===== config.mk =====
export PLATFORM = sky130hd
export DESIGN_NAME = lsu_bus_master
export DESIGN_NICKNAME = d
export VERILOG_FILES = /design/src/rtl/lsu_bus_master.sv
export SDC_FILE = /design/constraint.sdc
export NUM_CORES = 1
export LEC_CHECK = 0
export BUFFER_PORTS_ARGS = -buffer_cell sky130_fd_sc_hd__buf_2
export CAP_MARGIN = 10
export CORE_MARGIN = 2
export CORE_UTILIZATION = 55
export CTS_CLUSTER_DIAMETER = 60
export DETAILED_ROUTE_END_ITERATION = 16
export MAX_ROUTING_LAYER = met4
export PLACE_DENSITY = 0.93
export SLEW_MARGIN = 10
export SYNTH_ARGS = -nofsm -noshare
export SYNTH_HDL_FRONTEND = slang
export SYNTH_SLANG_ARGS = --single-unit

===== constraint.sdc =====
create_clock -name clk -period 3.9 [get_ports clk]
set_input_delay 0 -clock clk [delete_from_list [all_inputs] [get_ports clk]]
set_output_delay 0 -clock clk [all_outputs]
set_load 0.005 [all_outputs]

===== src/rtl/lsu_bus_master.sv =====
// Load/store unit bus master: turns CPU byte/half/word requests into word-aligned bus cycles,
// doing read-modify-write for sub-word stores and sign/zero extension for loads.
module lsu_bus_master #(
    parameter logic [31:0] DEV_BASE = 32'hFFFFF000
) (
    input  logic        clk,
    input  logic        rst_n,
    input  logic        req_valid,
    output logic        req_ready,
    input  logic        req_we,
    input  logic [1:0]  req_size,
    input  logic        req_unsigned,
    input  logic [31:0] req_addr,
    input  logic [31:0] req_wdata,
    output logic        resp_valid,
    output logic [31:0] resp_rdata,
    output logic        resp_err,
    output logic [31:0] bus_addr,
    output logic        bus_we,
    output logic [31:0] bus_wdata,
    input  logic [31:0] bus_rdata
);

    typedef enum logic [1:0] {IDLE, ACCESS, MERGE, RESP} state_t;

    localparam logic [1:0] SZ_BYTE = 2'b00;
    localparam logic [1:0] SZ_HALF = 2'b01;
    localparam logic [1:0] SZ_WORD = 2'b10;

    state_t      state;
    logic        we_q;
    logic [1:0]  size_q;
    logic        uns_q;
    logic [1:0]  off_q;
    logic [31:0] wdata_q;

    logic        req_err;
    logic [7:0]  sel_b;
    logic [15:0] sel_h;
    logic [31:0] load_data;
    logic [31:0] merge_data;

    // Sub-word stores to device space are rejected: devices cannot tolerate the read half of an RMW.
    always_comb begin
        // NOTE: every combinational output gets a default first so no path leaves it unassigned (no latch).
        req_err = 1'b0;
        case (req_size)
            SZ_HALF: req_err = req_addr[0];
            SZ_WORD: req_err = |req_addr[1:0];
            2'b11:   req_err = 1'b1;
            default: req_err = 1'b0;
        endcase
        if (req_we && req_size != SZ_WORD && req_addr >= DEV_BASE)
            req_err = 1'b1;
    end

    always_comb begin
        sel_b      = bus_rdata[{off_q, 3'b000} +: 8];
        sel_h      = bus_rdata[{off_q[1], 4'b0000} +: 16];
        load_data  = bus_rdata;
        merge_data = bus_rdata;
        case (size_q)
            SZ_BYTE: begin
                load_data = uns_q ? {24'h0, sel_b} : {{24{sel_b[7]}}, sel_b};
                merge_data[{off_q, 3'b000} +: 8] = wdata_q[7:0];
            end
            SZ_HALF: begin
                load_data = uns_q ? {16'h0, sel_h} : {{16{sel_h[15]}}, sel_h};
                merge_data[{off_q[1], 4'b0000} +: 16] = wdata_q[15:0];
            end
            default: ;
        endcase
    end

    // All outputs are registered and set on the edge that enters the state they belong to.
    always_ff @(posedge clk or negedge rst_n) begin
        if (!rst_n) begin
            state      <= IDLE;
            req_ready  <= 1'b1;
            resp_valid <= 1'b0;
            resp_err   <= 1'b0;
            resp_rdata <= 32'h0;
            bus_addr   <= 32'h0;
            bus_we     <= 1'b0;
            bus_wdata  <= 32'h0;
            we_q       <= 1'b0;
            size_q     <= 2'b00;
            uns_q      <= 1'b0;
            off_q      <= 2'b00;
            wdata_q    <= 32'h0;
        end else begin
            // NOTE: sequential state uses non-blocking assignments so every register sees pre-edge values.
            resp_valid <= 1'b0;
            resp_err   <= 1'b0;
            resp_rdata <= 32'h0;
            case (state)
                IDLE: begin
                    if (req_valid) begin
                        req_ready <= 1'b0;
                        we_q      <= req_we;
                        size_q    <= req_size;
                        uns_q     <= req_unsigned;
                        off_q     <= req_addr[1:0];
                        wdata_q   <= req_wdata;
                        if (req_err) begin
                            state      <= RESP;
                            resp_valid <= 1'b1;
                            resp_err   <= 1'b1;
                        end else begin
                            state     <= ACCESS;
                            bus_addr  <= {req_addr[31:2], 2'b00};
                            bus_we    <= req_we && req_size == SZ_WORD;
                            bus_wdata <= (req_we && req_size == SZ_WORD) ? req_wdata : 32'h0;
                        end
                    end
                end
                ACCESS: begin
                    if (we_q && size_q != SZ_WORD) begin
                        state     <= MERGE;
                        bus_we    <= 1'b1;
                        bus_wdata <= merge_data;
                    end else begin
                        state      <= RESP;
                        resp_valid <= 1'b1;
                        resp_rdata <= we_q ? 32'h0 : load_data;
                        bus_addr   <= 32'h0;
                        bus_we     <= 1'b0;
                        bus_wdata  <= 32'h0;
                    end
                end
                MERGE: begin
                    state      <= RESP;
                    resp_valid <= 1'b1;
                    bus_addr   <= 32'h0;
                    bus_we     <= 1'b0;
                    bus_wdata  <= 32'h0;
                end
                RESP: begin
                    state     <= IDLE;
                    req_ready <= 1'b1;
                end
                default: state <= IDLE;
            endcase
        end
    end

endmodule


==> impl_metrics.json <==
{
  "status": "complete, but fails checks",
  "failed_checks": "negative hold slack",
  "worst-path-max-fanout": 16,
  "finalCritPeriodShare_pct": 76.67,
  "yosys.cell_types.count": 46,
  "cts_root_buffer": "clkbuf_16",
  "hpwl_mm": 14.91,
  "routed_wl_mm": 26.34,
  "grt_pass1_vias": 7330,
  "fp.coreArea_mm2": 0.01257,
  "yosysWarnings": 0,
  "grt_antenna_before_repair": 1,
  "worstMarginPinSlew_ps": 1099,
  "rows": 41,
  "drv_cap": 0,
  "fmax_mhz": 334.4,
  "yosys_register_bits": 122,
  "synth_common_cells": "121 x dfrtp_1, 74 x mux2_2, 65 x a21oi_1, 48 x clkbuf_1, 40 x nor2b_1",
  "synth_top_area_share_pct": 42.95,
  "place_area_mm2": 0.008094,
  "drtAntennaViolNets": 0,
  "routedWlPerCell_um": 23.37,
  "hp-start": "req_addr[2]",
  "clock_latency_ps": 440,
  "yosysTopAreaCell": "dfrtp_1",
  "slew_headroom_pct": 26.58,
  "finClkSkew_ps": 8.919,
  "path_buf_inv": 1,
  "die_area_mm2": 0.01374,
  "synth_edf_count": 0,
  "worst_ir_drop_vdd_v": 0.0004994,
  "period_minus_slack_ps": 2990,
  "die_w_um": 117.2,
  "ys_seq_area_share_pct": 43.33,
  "groute.usage.overall_pct": 39.58,
  "gp_congestion": 0.9543,
  "tns_ps": 0,
  "start_util_pct": 56.09,
  "remaining_drc_errors": 0,
  "numPortBuffers": 200,
  "worstSetupStartpoint": "off_q[0]",
  "grt_setup_unrepaired": "no",
  "fill_cells": 764,
  "slowest_delay_ps": 840,
  "clock_path_buffers": 2,
  "critPathCapture": "bus_wdata[1]",
  "numCtsBuffers": 17,
  "fin_hold_ws_ps": -8.967,
  "cp_data_arrival_time_ps": 3360,
  "end_kind": "flip-flop",
  "grt_pass1_wl_mm": 39.34,
  "viasPerCell": 6.480,
  "hold_violations": 1,
  "crit_cells": 6,
  "slew_viol_final": 0,
  "path_delay_family": "simple AND/OR/NAND/NOR gates",
  "drive_gt1_share_pct": 36.16,
  "setup_viol": 0,
  "r2r_slack_ps": 910,
  "path_cells": "inv_1 -> ha_1 -> nor3_1 -> a221o_1 -> a32o_1 -> mux2_2",
  "grt_max_degree": 59,
  "dr.pass1.iters": 7,
  "reg2reg_to": "bus_wdata[1]",
  "cts.repair.resized": 0,
  "ys.flop_type": "dfrtp_1",
  "power_uw": 8036,
  "nets": 1053,
  "fin_cells": 1127,
  "min_path_type": "primary input to flip-flop",
  "first_iter_violations": 1176,
  "clkTransAtPathRegs_ps": 60,
  "r2r_start": "off_q[0]",
  "vias": 7303,
  "tritoncts": "yes",
  "syn2layout_area_growth_pct": 36.76,
  "die_y_um": 117.2,
  "rr_worst_depth": 6,
  "cts_max_level": 4,
  "critical_path_required_ps": 4270,
  "cts.sinks": 122,
  "syn_inst": 680,
  "critPathLaunchType": "flip-flop",
  "synth_area_per_cell_um2": 10.37,
  "synth.most_common_cell": "dfrtp_1",
  "critPathKind": "flip-flop to flip-flop",
  "io_pins": 203,
  "leakagePower_uw": 0.004619,
  "grt_overflow": 0,
  "dp.cells": 1004,
  "power_density_mw_per_mm2": 833.5,
  "cp_slowest_cell": "nor3_1",
  "utilization_pct": 76.70,
  "ys_top_cells_by_area": "dfrtp_1 43%, mux2_2 12%, a21oi_1 4.6%",
  "synthArstFlopShare_pct": 100.0,
  "post_cts_buffers": 0,
  "final_cell_area_mm2": 0.009641,
  "synth_area_mm2": 0.007049
}
## registers in the layout, summed over array words and instances (netlist names), 2 cells and up
name	flops
bus_wdata	32
bus_addr	30
state	2
resp_rdata	32
wdata_q	16
off_q	2
size_q	2
## worst reg2reg max path, delay by kind of cell (launching register included)
family,cells,cell delay (ps)
and+or+nand+nor,1,840
DFF,1,780
AOI/OAI and AO/OA,2,460
adders and majority gates,1,440
buffers and inverters,1,260
muxes,1,160
## worst min path at each step
stage	endpoint	slack, ps	depth (start not counted)
after floorplan	bus_addr[10]	-300	0
after global placement	resp_rdata[18]	120	1
after detailed placement	bus_we	120	1
after CTS	bus_addr[23]	3	3
after global routing	bus_addr[27]	10	3
final	bus_addr[2]	-9	3
## per-stage QoR
step	worst slack, ps	hold WS [ps]
CTS	780.8	3.076
finish	909.8	-8.967
floorplan	1326	-295.6
global placement	951.1	118.0
global route	800.4	13.10
detailed placement	851.1	120.1
## kinds of logic after synthesis
family,after synthesis,synth area share [%]
other,1,0.05320
muxes,97,17.09
AOI/OAI and AO/OA,211,21.71
DFF,122,43.33
adders and majority gates,9,1.597
and+or+nand+nor,154,10.90
buffers and inverters,86,5.325
## routing by layer
metal	track usage (%)	routed length, um	vias to the layer above
met5	-	0	-
met4	25.18	1792	0
met3	12.56	3178	182
met2	62.68	12460	601
met1	43.13	8912	3453
li1	-	-	3067
## power by group
group | switching [uW] | leakage, uW | internal (uW)
combinational | 2120 | 0.00272 | 1760
sequential | 635 | 0.00160 | 1810
clock | 619 | 0.000306 | 1090
## repair_timing
item / in CTS / in global routing
hold endpoints to repair: 160 / 0
hold buffers: 90 / 0
setup endpoints to repair: 0 / 0
## layout make-up
type,instances,area [um^2],share of cell area [%]
Clock inverter,14,197.7,2.051
Clock buffer,18,439.2,4.555
Sequential cell,122,3058,31.72
Timing Repair Buffer,301,1987,20.61
Antenna cell,1,2.502,0.02596
Tap cell,172,215.2,2.232
Inverter,26,97.59,1.012
Multi-Input combinational cell,473,3643,37.79
## cells in the final DEF, fill, tap and decap left out, types with 6 or more instances in the layout
cell / instances
a2111oi_0: 7
a21oi_1: 65
a221o_1: 29
a32o_1: 32
buf_2: 199
buf_4: 12
clkbuf_16: 17
clkinv_4: 6
dfrtp_1: 118
dlygate4sd3_1: 90
ha_1: 9
inv_1: 25
mux2_2: 74
mux2_4: 10
mux4_2: 7
nand2_1: 36
nand2b_1: 10
nor2_1: 34
nor2b_1: 40
nor3_1: 18
o211ai_1: 15
o21ai_0: 34
o22ai_1: 8
Power figures use the tool's default switching activity.
